## src/rtl/tff_ctrl_pkg.sv

```systemverilog
// Shared constants for the toggle-flip-flop counter sequencer:
// FSM state encodings and the per-cycle toggle-mode selector.
package tff_ctrl_pkg;

  localparam logic [1:0] IDLE = 2'd0;
  localparam logic [1:0] RUN  = 2'd1;
  localparam logic [1:0] DONE = 2'd2;

  typedef enum logic [1:0] {
    HOLD = 2'd0,
    LOAD = 2'd1,
    UP   = 2'd2,
    DOWN = 2'd3
  } tmode_e;

endpackage

```

## src/rtl/tff_stage.sv

```systemverilog
// One T flip-flop stage of the counter bank: q <= q ^ t, cleared by a
// synchronous active-high reset.
module tff_stage (
  input  logic clk,
  input  logic rst,
  input  logic t,
  output logic q
);

  logic q_r;

  // Toggle when t is set; synchronous clear on rst.
  always_ff @(posedge clk) begin
    if (rst) begin
      q_r <= 1'b0;
    end else begin
      q_r <= q_r ^ t;
    end
  end

  assign q = q_r;

endmodule

```

## src/rtl/tff_count_ctrl.sv

```systemverilog
// Sequencer for a WIDTH-bit bank of T stages forming a programmable counter.
// Computes the per-stage toggle vector (hold/load/up/down) and runs the
// start/stop/done handshake. Optional feature: define TFF_CTRL_AUTORELOAD_EN
// to reload load_val on reaching terminal and keep running instead of
// passing through DONE.
module tff_count_ctrl
  import tff_ctrl_pkg::*;
#(
  parameter int WIDTH = 8
) (
  input  logic             clk,
  input  logic             rst,
  input  logic             start,
  input  logic             stop,
  input  logic             load,
  input  logic             up,
  input  logic [WIDTH-1:0] load_val,
  input  logic [WIDTH-1:0] terminal,
  output logic [WIDTH-1:0] count,
  output logic             busy,
  output logic             done
);

  logic [1:0]       state_r;
  logic [1:0]       state_nxt_s;
  logic             dir_r;
  logic             dir_nxt_s;
  logic             busy_r;
  logic             done_r;
  logic             done_nxt_s;
  tmode_e           mode_s;
  logic             at_term_s;
  logic [WIDTH-1:0] t_up_s;
  logic [WIDTH-1:0] t_dn_s;
  logic [WIDTH-1:0] tgl_s;

  assign at_term_s = (count == terminal);

  // Ripple-style toggle enables: a stage flips when all lower stages are
  // all-ones (counting up) or all-zeros (counting down).
  for (genvar i = 0; i < WIDTH; i++) begin : g_tvec
    if (i == 0) begin : g_lsb
      assign t_up_s[i] = 1'b1;
      assign t_dn_s[i] = 1'b1;
    end else begin : g_upper
      assign t_up_s[i] = &count[i-1:0];
      assign t_dn_s[i] = &(~count[i-1:0]);
    end
  end

  // Next-state, latched direction, done pulse and toggle mode selection.
  always_comb begin
    state_nxt_s = state_r;
    dir_nxt_s   = dir_r;
    done_nxt_s  = 1'b0;
    mode_s      = HOLD;
    case (state_r)
      IDLE: begin
        if (load) begin
          mode_s = LOAD;
        end else if (start) begin
          dir_nxt_s   = up;
          state_nxt_s = RUN;
        end else begin
          mode_s = HOLD;
        end
      end
      RUN: begin
        if (stop) begin
          state_nxt_s = IDLE;
        end else if (at_term_s) begin
          done_nxt_s = 1'b1;
`ifdef TFF_CTRL_AUTORELOAD_EN
          mode_s = LOAD;
`else
          state_nxt_s = DONE;
`endif
        end else begin
          mode_s = dir_r ? UP : DOWN;
        end
      end
      DONE: begin
        state_nxt_s = IDLE;
      end
      default: begin
        state_nxt_s = IDLE;
      end
    endcase
  end

  // Translate the selected mode into the per-stage toggle vector.
  always_comb begin
    tgl_s = {WIDTH{1'b0}};
    case (mode_s)
      HOLD:    tgl_s = {WIDTH{1'b0}};
      LOAD:    tgl_s = count ^ load_val;
      UP:      tgl_s = t_up_s;
      DOWN:    tgl_s = t_dn_s;
      default: tgl_s = {WIDTH{1'b0}};
    endcase
  end

  // Control registers; busy/done are registered from the next state so
  // no input reaches an output combinationally.
  always_ff @(posedge clk) begin
    if (rst) begin
      state_r <= IDLE;
      dir_r   <= 1'b1;
      busy_r  <= 1'b0;
      done_r  <= 1'b0;
    end else begin
      state_r <= state_nxt_s;
      dir_r   <= dir_nxt_s;
      busy_r  <= (state_nxt_s != IDLE);
      done_r  <= done_nxt_s;
    end
  end

  for (genvar i = 0; i < WIDTH; i++) begin : g_stage
    tff_stage u_stage (
      .clk (clk),
      .rst (rst),
      .t   (tgl_s[i]),
      .q   (count[i])
    );
  end

  assign busy = busy_r;
  assign done = done_r;

endmodule
```

## config.mk

```make
export PLATFORM = sky130hd
export DESIGN_NAME = tff_count_ctrl
export DESIGN_NICKNAME = d
export VERILOG_FILES = /design/src/rtl/tff_ctrl_pkg.sv /design/src/rtl/tff_stage.sv /design/src/rtl/tff_count_ctrl.sv
export SDC_FILE = /design/constraint.sdc
export NUM_CORES = 1
export LEC_CHECK = 0
export CAP_MARGIN = 0
export CELL_PAD_IN_SITES_DETAIL_PLACEMENT = 2
export CELL_PAD_IN_SITES_GLOBAL_PLACEMENT = 2
export CORE_UTILIZATION = 22
export DETAILED_ROUTE_END_ITERATION = 10
export PLACE_DENSITY = 0.75
export SYNTH_ARGS = -nofsm -noshare
export SYNTH_HDL_FRONTEND = slang
export SYNTH_SLANG_ARGS = --single-unit
```

## constraint.sdc

```tcl
create_clock -name clk -period 1.94 [get_ports clk]
set_input_delay 0.388 -clock clk [delete_from_list [all_inputs] [get_ports clk]]
set_output_delay 0.388 -clock clk [all_outputs]
set_load 0.05 [all_outputs]
```

==> impl_results.md <==
- Final setup violating endpoints: 0
- Yosys Warn Count: 0
- Slowest-stage cell, CP: or4_4
- Most frequent cells in the layout: buf_4 (27), clkdlybuf4s50_1 (19), dfxtp_1 (12)
- Vias: 1023
- Antenna Cells: 0
- Most common cell after layout, fill and taps aside: buf_4
- Worst EP arrival: 1990 ps
- Status: finished, final reports clean
- First-pass GRT wire length: 5630 microns
- Root Driver: clkbuf_8
- Synth cell types: 37
- Worst Path Required: 2050 ps
- Crit path buf inv count: 0
- Peak VDD IR: 0.250 mV
- LEAKAGE: 0.000622 uW
- CP max FO: 5
- Row count: 22
- Cts bufs inserted: 3
- Die Area: 0.00439 sq mm
- Register area share after synthesis: 28.7%
- Cell mode on critical path: or4_4
- Die height: 66.3 microns
- Kind of critical path: reg2reg
- Worst reg-to-reg path cell count: 5
- Post-Syn Nets: 126
- CTS H-tree depth: 1
- Hold/Removal Path Class: reg2reg
- Hold Path Cell Cnt: 1
- Post-route DRC: 0
- Reg clk slew, reported paths: 60 ps
- Crit path largest cell delay: 500 ps
- Final WS setup: 63.0 ps
- CP Depth: 5
- Num ports: 32
- CP delay by family, top: simple AND/OR/NAND/NOR gates
- Min Tclk post-route: 1880 ps
- Initial core utilization: 23.9%
- CP Capture Type: flop
- Final net count: 171
- Final period util: 96.8%
- Max Root-Sink Buffers: 2
- Gpl congestion: 0.804
- 1st-iter DRT viols: 39
- Layout area overhead: 68.0%
- Final Routed Wirelength: 3610 microns
- Crit path cell chain: or4_4, or4_4, o22ai_4, o2bb2ai_1, a211oi_2
- Tot Pwr: 907 uW
- Syn avg cell area: 8.73 sq um
- Setup Skew: 2.28 ps
- Die width: 66.3 microns
- CTS tree: done
- Core box area: 0.00380 sq mm
- Final Hold Viols: 0
- Seq cells post-synth: 13
- Synth Instances: 104
- Worst Tran Pin Value: 650 ps
- Power density over the cells: 594 mW/mm^2
- Initial antenna violation count: 0
- Layout cells sized above 1: 37.2%
- Router iterations before antenna repair: 4
- Max frequency: 533 MHz
- # hold bufs at CTS: 0
- Fin. max-slew vios: 0
- Count of maximum capacitance violations: 0
- Vias in the first global route: 1156
- Clock latency on the worst-skew pair: 250 ps
- Worst slack, placed: -394 ps
- Syn Std Cell Area: 908 sq um
- DP Wirelength: 2450 microns
- GRT Total Usage: 17.6%
- Post-DRT Antenna Nets: 0
- Slew margin rel.: 56.5%
- Routed len/inst: 18.4 microns
- I/O Buffers: 31
- CTS Sinks: 13
- Vias per cell: 5.22
- Nature of the critical path startpoint: flop
- Congestion Overflow GR: 0
- Largest net degree at the start of global routing: 14
[per-stage QoR]
stage               cell area (sq um)  TNS (ps)  utilization, %  cells  hold WS (ps)
floorplan                         908         0               -    104           457
global placement                 1300     -1770            34.2    184           544
detailed placement               1300     -2810            34.2    184           548
CTS                              1420         0            37.5    194           562
global route                     1530     -3.93            40.2    196           597
finish                           1530         0            40.2    196           556
[synthesized netlist by cell type, drive strengths merged]
cell type  count  share of area [%]
o22ai          2                2.1
inv            1               0.41
and3           1               0.69
nor3           5                2.8
a211oi         2                2.8
a31oi          2                3.0
o2bb2ai        2                1.9
a221oi         6                6.5
nor4b          1               0.96
o21ai          3                1.7
nand3          3                1.7
and2           4                2.8
clkbuf         2               0.96
a2111oi        1                1.7
a311oi         4                3.9
a31o           2                1.9
dfxtp         13                 29
buf           13                9.1
nor4           1                1.4
a21oi          3                1.7
and4           1               0.96
nand3b         3                2.5
nor2           9                3.7
a21o           1               0.83
nand2b         1               0.69
xor2           9                8.7
nor3b          1               0.83
or4            2                2.5
nand4          2                1.4
nand2          4                1.7
[registers in the layout, indices dropped and copies added, names as in the netlist]
| name | flops |
|---|---|
| busy | 1 |
| done | 1 |
| dir_r | 1 |
| g_stage.u_stage.q | 8 |
| state_r | 2 |
[layout make-up]
| type | instances | area (sq um) |
|---|---|---|
| Fill cell | 405 | 2270 |
| Sequential cell | 13 | 262 |
| Timing Repair Buffer | 54 | 505 |
| Inverter | 1 | 3.75 |
| Multi-Input combinational cell | 76 | 651 |
| Tap cell | 48 | 60.1 |
| Clock buffer | 4 | 45.0 |
[path summary, 6_finish.rpt]
kind,startpoint,end,slack (ps)
setup / recovery,g_stage[1].u_stage.q,g_stage[7].u_stage.q,60
hold / removal,g_stage[3].u_stage.q,g_stage[3].u_stage.q,560
setup reg to reg,g_stage[1].u_stage.q,g_stage[7].u_stage.q,60
hold reg to reg,g_stage[3].u_stage.q,g_stage[3].u_stage.q,560
[kinds of logic (layout without fill, tap and decap cells)]
| family | count (synthesis) | count (layout) | share of synthesized area [%] |
|---|---|---|---|
| flops | 13 | 13 | 28.7 |
| compound gates | 28 | 29 | 27.8 |
| simple gates | 38 | 38 | 24.4 |
| buf+inv | 16 | 59 | 10.5 |
| xor+xnor | 9 | 9 | 8.68 |
[worst register-to-register path, stage by stage (launching register included)]
cell,delay [ps]
dfxtp_2,360
or4_4,510
or4_4,470
o22ai_4,170
o2bb2ai_1,150
a211oi_2,90
[timing repair]
| action | 4_1_cts | 5_1_grt |
|---|---|---|
| resized for setup | 6 | 14 |
| cloned | 1 | 0 |
| buffers inserted | 5 | 3 |
| endpoints found under the setup margin | 8 | 8 |
| hold endpoints to repair | 0 | 0 |
| pin swaps | 3 | 10 |
[layer usage]
layer | GRT usage (%) | up-vias | wire length, microns
li1 | - | 478 | -
met1 | 18.5 | 514 | 1460
met2 | 35.1 | 27 | 2000
met3 | 2.24 | 4 | 119
met4 | 6.12 | 0 | 31
met5 | 0 | - | 0
[power breakdown]
part | total, uW | leakage (uW) | internal [uW] | switching [uW]
Clock | 259 | 0.0000228 | 146 | 113
Combinational | 348 | 0.000492 | 156 | 192
Sequential | 300 | 0.000107 | 284 | 16.2
No activity file was read; power rests on OpenSTA's default activity.
